==> src/rtl/mm_stream_engine.sv <==
// Streaming matrix-matrix multiplier C = A x B with B held in a register bank.
// Define MM_SIGNED_EN to treat A/B elements as two's-complement.
module mm_stream_engine #(
    parameter int N          = 4,
    parameter int DW         = 8,
    parameter int BRAM_DEPTH = 32
) (
    input  logic                                      clk,
    input  logic                                      rst,
    input  logic                                      start,
    input  logic [$clog2(BRAM_DEPTH):0]               rows,
    output logic                                      busy,
    output logic                                      done,
    output logic                                      b_rd_en,
    output logic [$clog2(N)-1:0]                      b_rd_addr,
    input  logic [N*DW-1:0]                           b_rd_data,
    output logic                                      a_rd_en,
    output logic [$clog2(BRAM_DEPTH)-1:0]             a_rd_addr,
    input  logic [N*DW-1:0]                           a_rd_data,
    output logic                                      c_wr_en,
    output logic [$clog2(BRAM_DEPTH)-1:0]             c_wr_addr,
    output logic [N*(2*DW+$clog2(N))-1:0]             c_wr_data
);

    localparam int AW = $clog2(BRAM_DEPTH);
    localparam int NB = $clog2(N);
    localparam int PW = 2 * DW;
    localparam int RW = 2 * DW + NB;
    localparam int CW = (AW + 1 > NB) ? AW + 1 : NB;

    typedef enum logic [2:0] {
        S_IDLE,
        S_LOAD_B,
        S_RUN,
        S_DRAIN,
        S_DONE
    } state_t;

    function automatic logic [AW:0] clamp_rows(input logic [AW:0] x);
        return (x > (AW+1)'(BRAM_DEPTH)) ? (AW+1)'(BRAM_DEPTH) : x;
    endfunction

    function automatic logic [PW-1:0] mul_el(input logic [DW-1:0] a, input logic [DW-1:0] b);
`ifdef MM_SIGNED_EN
        logic signed [PW-1:0] sa;
        logic signed [PW-1:0] sb;
        logic signed [PW-1:0] p;
        sa = PW'($signed(a));
        sb = PW'($signed(b));
        p  = sa * sb;
        return p;
`else
        return PW'(a) * PW'(b);
`endif
    endfunction

    function automatic logic [RW-1:0] ext_el(input logic [PW-1:0] p);
`ifdef MM_SIGNED_EN
        return {{(RW-PW){p[PW-1]}}, p};
`else
        return {{(RW-PW){1'b0}}, p};
`endif
    endfunction

    state_t          r_state;
    state_t          w_state_nxt;
    logic [CW-1:0]   r_cnt;
    logic [CW-1:0]   w_cnt_nxt;
    logic [CW-1:0]   w_cnt_inc;
    logic [AW:0]     r_rows_q;
    logic [AW:0]     w_rows_nxt;
    logic [AW:0]     w_rows_clamped;
    logic            w_busy;
    logic            w_done;
    logic            w_b_rd_en;
    logic            w_a_rd_en;

    logic            r_bcap_vld;
    logic [NB-1:0]   r_bcap_addr;
    logic [N*DW-1:0] r_bbank [N];

    logic            r_vld_p0;
    logic [AW-1:0]   r_addr_p0;
    logic            r_vld_p1;
    logic [AW-1:0]   r_addr_p1;
    logic [PW-1:0]   r_prod_p1 [N][N];
    logic            r_vld_p2;
    logic [AW-1:0]   r_addr_p2;
    logic [RW-1:0]   r_sum_p2 [N];
    logic [RW-1:0]   w_sum [N];

    assign w_cnt_inc      = r_cnt + CW'(1);
    assign w_rows_clamped = clamp_rows(rows);

    always_ff @(posedge clk or posedge rst) begin
        if (rst) begin
            r_state  <= S_IDLE;
            r_cnt    <= '0;
            r_rows_q <= '0;
        end else begin
            r_state  <= w_state_nxt;
            r_cnt    <= w_cnt_nxt;
            r_rows_q <= w_rows_nxt;
        end
    end

    always_comb begin
        w_state_nxt = r_state;
        w_cnt_nxt   = r_cnt;
        w_rows_nxt  = r_rows_q;
        w_busy      = 1'b0;
        w_done      = 1'b0;
        w_b_rd_en   = 1'b0;
        w_a_rd_en   = 1'b0;
        case (r_state)
            S_IDLE: begin
                if (start) begin
                    w_rows_nxt  = w_rows_clamped;
                    w_cnt_nxt   = '0;
                    w_state_nxt = (w_rows_clamped == '0) ? S_DONE : S_LOAD_B;
                end
            end
            S_LOAD_B: begin
                w_busy    = 1'b1;
                w_b_rd_en = 1'b1;
                if (r_cnt == CW'(N - 1)) begin
                    w_cnt_nxt   = '0;
                    w_state_nxt = S_RUN;
                end else begin
                    w_cnt_nxt = w_cnt_inc;
                end
            end
            S_RUN: begin
                w_busy    = 1'b1;
                w_a_rd_en = 1'b1;
                if (w_cnt_inc == CW'(r_rows_q)) begin
                    w_cnt_nxt   = '0;
                    w_state_nxt = S_DRAIN;
                end else begin
                    w_cnt_nxt = w_cnt_inc;
                end
            end
            S_DRAIN: begin
                w_busy = 1'b1;
                // The final write is in flight once the first two stages are empty.
                if (!r_vld_p0 && !r_vld_p1) begin
                    w_state_nxt = S_DONE;
                end
            end
            S_DONE: begin
                w_done      = 1'b1;
                w_state_nxt = S_IDLE;
            end
            default: begin
                w_state_nxt = S_IDLE;
            end
        endcase
    end

    assign busy      = w_busy;
    assign done      = w_done;
    assign b_rd_en   = w_b_rd_en;
    assign a_rd_en   = w_a_rd_en;
    assign b_rd_addr = w_b_rd_en ? r_cnt[NB-1:0] : '0;
    assign a_rd_addr = w_a_rd_en ? r_cnt[AW-1:0] : '0;

    always_ff @(posedge clk or posedge rst) begin
        if (rst) begin
            r_bcap_vld  <= 1'b0;
            r_bcap_addr <= '0;
            for (int k = 0; k < N; k++) begin
                r_bbank[k] <= '0;
            end
        end else begin
            r_bcap_vld  <= w_b_rd_en;
            r_bcap_addr <= b_rd_addr;
            if (r_bcap_vld) begin
                r_bbank[r_bcap_addr] <= b_rd_data;
            end
        end
    end

    // Stage p0: A row arrives from memory; track its address and valid.
    always_ff @(posedge clk or posedge rst) begin
        if (rst) begin
            r_vld_p0  <= 1'b0;
            r_addr_p0 <= '0;
        end else begin
            r_vld_p0  <= w_a_rd_en;
            r_addr_p0 <= a_rd_addr;
        end
    end

    // Stage p1: all N*N lane products.
    always_ff @(posedge clk or posedge rst) begin
        if (rst) begin
            r_vld_p1  <= 1'b0;
            r_addr_p1 <= '0;
            for (int k = 0; k < N; k++) begin
                for (int j = 0; j < N; j++) begin
                    r_prod_p1[k][j] <= '0;
                end
            end
        end else begin
            r_vld_p1  <= r_vld_p0;
            r_addr_p1 <= r_addr_p0;
            for (int k = 0; k < N; k++) begin
                for (int j = 0; j < N; j++) begin
                    r_prod_p1[k][j] <= mul_el(a_rd_data[k*DW +: DW], r_bbank[k][j*DW +: DW]);
                end
            end
        end
    end

    always_comb begin
        for (int j = 0; j < N; j++) begin
            w_sum[j] = '0;
            for (int k = 0; k < N; k++) begin
                w_sum[j] = w_sum[j] + ext_el(r_prod_p1[k][j]);
            end
        end
    end

    // Stage p2: column sums, presented directly as the C write.
    always_ff @(posedge clk or posedge rst) begin
        if (rst) begin
            r_vld_p2  <= 1'b0;
            r_addr_p2 <= '0;
            for (int j = 0; j < N; j++) begin
                r_sum_p2[j] <= '0;
            end
        end else begin
            r_vld_p2  <= r_vld_p1;
            r_addr_p2 <= r_addr_p1;
            for (int j = 0; j < N; j++) begin
                r_sum_p2[j] <= w_sum[j];
            end
        end
    end

    assign c_wr_en   = r_vld_p2;
    assign c_wr_addr = r_addr_p2;

    always_comb begin
        c_wr_data = '0;
        for (int j = 0; j < N; j++) begin
            c_wr_data[j*RW +: RW] = r_sum_p2[j];
        end
    end

endmodule

==> config.mk <==
export PLATFORM = sky130hd
export DESIGN_NAME = mm_stream_engine
export DESIGN_NICKNAME = d
export VERILOG_FILES = /design/src/rtl/mm_stream_engine.sv
export SDC_FILE = /design/constraint.sdc
export NUM_CORES = 2
export LEC_CHECK = 0
export CORE_UTILIZATION = 35
export DETAILED_ROUTE_END_ITERATION = 10
export PLACE_DENSITY = 0.55
export SYNTH_ARGS = -nofsm -noshare
export SYNTH_HDL_FRONTEND = slang
export SYNTH_SLANG_ARGS = --single-unit
==> constraint.sdc <==
create_clock -name clk -period 36.3 [get_ports clk]
set_clock_uncertainty 0.1 [all_clocks]
set_input_delay 9.075 -clock clk [delete_from_list [all_inputs] [get_ports clk]]
set_output_delay 9.075 -clock clk [all_outputs]
set_load 0.02 [all_outputs]
## After elaboration in Yosys (flattened, before gate mapping)

Cells that the tools add are included.

- Add/subtract/negate cells: 13
- $mul: 16
- $lt $le $gt $ge: 3
- Eq/ne operators: 10
- Mux-type cells: 20
- Bitwise gates (word level): 1
- Reduce and logical (&&, ||, !) cells: 11

Operators by type and width:

| cell | number |
|---|---|
| $mul 8x8->16 | 16 |
| $bwmux 128 | 1 |
| $add 17x16->18 | 4 |
| $add 18x16->18 | 4 |
| $add 16x16->17 | 4 |
| $demux 32 s2 | 1 |
| $mux 32 | 1 |
| $mux 6 | 4 |
| $pmux 6 s3 | 1 |
| $mux 3 | 5 |
| $pmux 3 s4 | 1 |
| $ne 2x2->1 const B | 4 |
| $add 6x1->6 const B | 1 |
| $eq 3x2->1 const B | 2 |
| $eq 6x2->1 const B | 1 |
| $eq 6x6->1 | 1 |
| $gt 6x6->1 const B | 1 |
| $logic_not 6->1 | 1 |
| $mux 5 | 1 |
| $mux 1 | 4 |
| $reduce_and 2->1 | 2 |
| $reduce_and 4->1 | 1 |
| $eq 3x1->1 const B | 1 |
| $eq 3x3->1 const B | 1 |
| 9 further kinds | 11 |

- Flip-flop bits (word level): 492
- Bits of input ports: 73
- Output and inout bits: 89
- Word-level logic and storage cells: 109

## Depth between registers and ports, before layout

- Depth in word-level cells: 6
- Mapped depth: 18
- Gate-level depth less buffers: 17

## Worst setup path after synthesis

No wires, ideal clock.

- Kind: input to register
- Start point: in a_rd_data[13]
- End point: reg r_prod_p1[143] (netlist bit)
- Setup time: 125 ps
- Arrival time: 13008 ps
- Data required time: 36075 ps
- Setup slack: 23067 ps
- Cell stages on the path: 17
- Buffers on the path: 1
- Path through: clkbuf_1 -> nand2_1 -> fa_1 -> fa_1 -> inv_1 -> fa_1 -> inv_1 -> fa_1 -> inv_1 -> ha_1 -> o21a_1 -> o31a_1 -> o211ai_1 -> a21oi_1 -> a2111oi_2 -> a21oi_1 -> xnor2_1

- Cells in the longest elaborated chain, start to end: 1

Ends and longest elaborated chain:

| item | RTL line | text |
|---|---|---|
| start, declared | 19 | `input logic [N*DW-1:0] a_rd_data,` |
| $mul 8x8->16 | 53 | `return PW'(a) * PW'(b);` |
| end signal, assigned by index | 209 | `r_prod_p1[k][j] <= mul_el(a_rd_data[k*DW +: DW], r_bbank[k][j*DW +: DW]);` |
| end, declared | 86 | `logic [PW-1:0] r_prod_p1 [N][N];` |

Every way passes these cells.
A chain may end at the register's enable or synchronous reset.

## Worst setup path in the final report

- Start point: in a_rd_data[29]
- End point: reg r_prod_p1[63] (netlist bit)

The elaborated chain is that of the path after synthesis.

==> impl_metrics.csv <==
group,metric,value,unit
outcome,status,"finished clean",
global_routing,antenna_found_initial,22,
clock_network,clock_insertion_delay_worst_skew,660,ps
synth,ys.warnings.count,0,
clock_network,cts_buffers,67,
global_routing,largest_net_degree_at_the_start_of_global_routing,101,
critical_path,reg2reg_depth,17,
critical_path,regToRegSetupSlack,31530,ps
route,routed_wl,134200,µm
synth,syn-instance-count,5096,
clock_network,clockBufferDepth,3,
hold_path,holdCritPathClass,"flop to flop",
power,power.combinational.fraction,68.6,%
critical_path,timing.setup.critical_path_class,"input pin to flop",
clock_network,number_of_buffers_added_for_setup_after_cts,0,
floorplan,io_pins,162,
power,power,5.143,mW
place,port_buffers,161,
place,routabilityCongestion,0.8203,
sta,accumulated_negative_setup_slack,0,ps
sta,report.final.setup_viol,0,
sta,minimum_clock_period,13580,ps
layout,finish.utilization,39.49,%
place,dpl_worst_slack,22010,ps
synth,synth.cell_area,52700,µm²
route,vias,35338,
hold_path,hp-start,"r_addr_p1[2]",
power,netSwitchingFraction,45.85,%
layout,synthToLayoutAreaGrowth,12.09,%
power,ir_worst_vdd,85.28,µV
synth,synthDistinctLibCells,63,
place,placedInstanceArea,56760,µm²
floorplan,die_y,390.0,µm
place,detailed_place_hpwl,101500,µm
route,drt_first_iter_violations,1798,
power,p_int,2.785,mW
critical_path,critical_path.startpoint_type,"input pin",
critical_path,crit_fanout,32,
route,pre_repair_dr_iteration_count,7,
synth,ys_seq_area_share,23.36,%
route,remaining_drc_errors,0,
clock_network,clock-root-buffer,"sky130_fd_sc_hd__clkbuf_16",
sta,grt_setup_unrepaired,"no",
critical_path,timing.rr.start,"r_bbank[114]",
sta,fin_ws,22720,ps
power,clkPwrFrac,13.6,%
floorplan,num_rows,142,
layout,layout.cells.most_common,"sky130_fd_sc_hd__and2_1",
power,seq_power_share,17.8,%
layout,final_net_count,6679,
floorplan,die_x,390.0,µm
layout,fin_area,59070,µm²
route,wl_per_cell,18.31,µm
global_routing,grt.overflow.total,0,
critical_path,critical_path.cell_chain,"clkdlybuf4s50_1 > buf_4 > nand2_1 > fa_1 > fa_1 > inv_1 > fa_1 > inv_1 > fa_1 > inv_1 > ha_1 > o21a_1 > o31a_1 > o211ai_1 > a21oi_1 > a2111oi_2 > a21oi_1 > xnor2_1",
synth,postSynth.topFlopCell,"sky130_fd_sc_hd__dfrtp_1",
hold_path,holdPathStages,0,
sta,relSlewSlack,38.73,%
power,switching_power,2.358,mW
synth,synth-seq-cells,492,
sta,hold_viol_final,0,
critical_path,timing.critical_path.arrival,14010,ps
global_routing,grt_pass1_vias,37831,
critical_path,r2r_end,"r_prod_p1[223]",
clock_network,h-tree-depth,3,
power,cellLeakagePower,28.62,nW
clock_network,tritoncts_clock_tree,"built",
clock_network,clk_pin_slew,60,ps
floorplan,coreArea,149600,µm²
route,vias_per_cell,4.820,
clock_network,cts_repair_resize_count,0,
global_routing,all_layer_global_routing_usage,18.42,%
synth,number_of_flops_mapped_to_enable_cells_by_yosys,0,
sta,timing.fmax,73.64,MHz
sta,finalCritPeriodShare,37.41,%
job,cap_violations,0,
synth,postSynthNetCount,6518,
clock_network,cts_hold_fix_bufs,0,
layout,commonest_cells_after_routing_fill_and_taps_aside,"sky130_fd_sc_hd__and2_1 (832), sky130_fd_sc_hd__inv_1 (814), sky130_fd_sc_hd__fa_1 (704)",
clock_network,total_clock_sinks,492,
layout,layout_cells_sized_above_1,6.032,%
critical_path,slowest_delay,550,ps
sta,worstMarginPinSlew,919.0,ps
critical_path,timing.critical_path.slowest_stage_cell,"sky130_fd_sc_hd__fa_1",
power,power_density,87.07,nW/µm²
synth,synth_async_sr_flop_share,100.0,%
critical_path,crit_path_capture_type,"flop",
floorplan,starting_utilization_of_the_core_area,35.23,%
critical_path,cp.required,36730,ps
floorplan,floorplan_die_area,152100,µm²
critical_path,crit_top_cell,"sky130_fd_sc_hd__fa_1",
synth,postSynthAreaPerCell,10.34,µm²
global_routing,grt_first_pass_wirelength,216400,µm
sta,final_max_slew_viol_count,0,
route,detail-route-antenna-nets,0,
hold_path,endpoint_of_the_worst_hold_timing_path,"c_wr_addr[2]",
[final cells by class]
| type | count | area (µm²) |
|---|---|---|
| fillers | 14850 | 90530 |
| well taps | 2016 | 2522 |
| inverters | 815 | 3067 |
| flip-flops and latches | 492 | 12310 |
| multi-input cells | 3675 | 36910 |
| clock inverters | 31 | 387.9 |
| clock buffers | 86 | 1903 |
| repair buffers | 206 | 1949 |
| diodes | 10 | 25.02 |
[cell families (layout without fill, tap and decap cells)]
kind of cell | after synthesis | count (layout) | synth area share [%]
and+or+nand+nor | 1496 | 1496 | 15.53
adders and majority gates | 1349 | 1349 | 42.06
buffers and inverters | 929 | 1138 | 6.624
DFF | 492 | 492 | 23.36
AOI/OAI and AO/OA | 482 | 482 | 6.026
xor gates and xnor gates | 217 | 217 | 3.606
muxes | 131 | 131 | 2.794
other | 0 | 10 | 0
[synth_stat cells, types with 40 or more instances]
library cell	instances	area share, %
sky130_fd_sc_hd__and2_1	832	9.9
sky130_fd_sc_hd__mux2_2	129	2.8
sky130_fd_sc_hd__dfrtp_1	492	23
sky130_fd_sc_hd__nor3_1	40	0.38
sky130_fd_sc_hd__o21a_1	68	0.97
sky130_fd_sc_hd__fa_1	704	27
sky130_fd_sc_hd__nor2_1	140	1.0
sky130_fd_sc_hd__xnor2_1	193	3.2
sky130_fd_sc_hd__nand3_1	45	0.43
sky130_fd_sc_hd__o21ai_0	46	0.44
sky130_fd_sc_hd__inv_1	815	5.8
sky130_fd_sc_hd__a21oi_1	185	1.8
sky130_fd_sc_hd__nand2_1	295	2.1
sky130_fd_sc_hd__clkbuf_1	107	0.76
sky130_fd_sc_hd__ha_1	645	15
[per-layer routing]
metal,track usage (%),vias to the layer above,wire (µm)
li1,-,16460,-
met1,25.13,18110,61060
met2,30.17,595,63600
met3,3.204,161,6216
met4,4.656,12,3253
met5,0,-,69
[power groups by stage]
stage / Clock [mW] / Sequential [mW] / Combinational (mW)
final: 0.699 / 0.915 / 3.53
after global routing: 0.741 / 0.938 / 4.01
after CTS: 0.722 / 0.923 / 3.59
after detailed placement: 0 / 0.928 / 3.55
after global placement: 0 / 0.934 / 3.54
after floorplan: 0 / 0.911 / 2.62
[flip-flops by register name, indices dropped and copies added (netlist names)]
signal	count
r_vld_p0	1
c_wr_addr	5
r_bcap_vld	1
r_cnt	6
c_wr_data	72
r_addr_p0	5
r_rows_q	6
c_wr_en	1
r_bcap_addr	2
r_vld_p1	1
r_prod_p1	256
r_addr_p1	5
r_state	3
r_bbank	128
[per-stage QoR]
stage               cells  hold WS (ps)
finish               7331         246.4
CTS                  7321         247.1
global placement     7204         232.8
detailed placement   7204         234.7
global route         7321         250.6
floorplan            5096         231.2
[worst max path at each step]
stage | start | end | slack [ps] | depth (start not counted)
after CTS | a_rd_data[29] | r_prod_p1[63] | 22720 | 18
final | a_rd_data[29] | r_prod_p1[63] | 22720 | 18
after global placement | a_rd_data[29] | r_prod_p1[63] | 22060 | 18
after floorplan | rst | c_wr_addr[0] | 13390 | 1
after global routing | a_rd_data[29] | r_prod_p1[63] | 22540 | 18
after detailed placement | a_rd_data[29] | r_prod_p1[63] | 22010 | 18
[worst max-delay path, delay by kind of cell]
| family | cells | cell delay, ps |
|---|---|---|
| buffers and inverters | 5 | 1020 |
| adders and majority gates | 5 | 2360 |
| xor gates and xnor gates | 1 | 140 |
| AOI/OAI and AO/OA | 6 | 1210 |
| and+or+nand+nor | 1 | 180 |
Power figures use the tool's default switching activity.
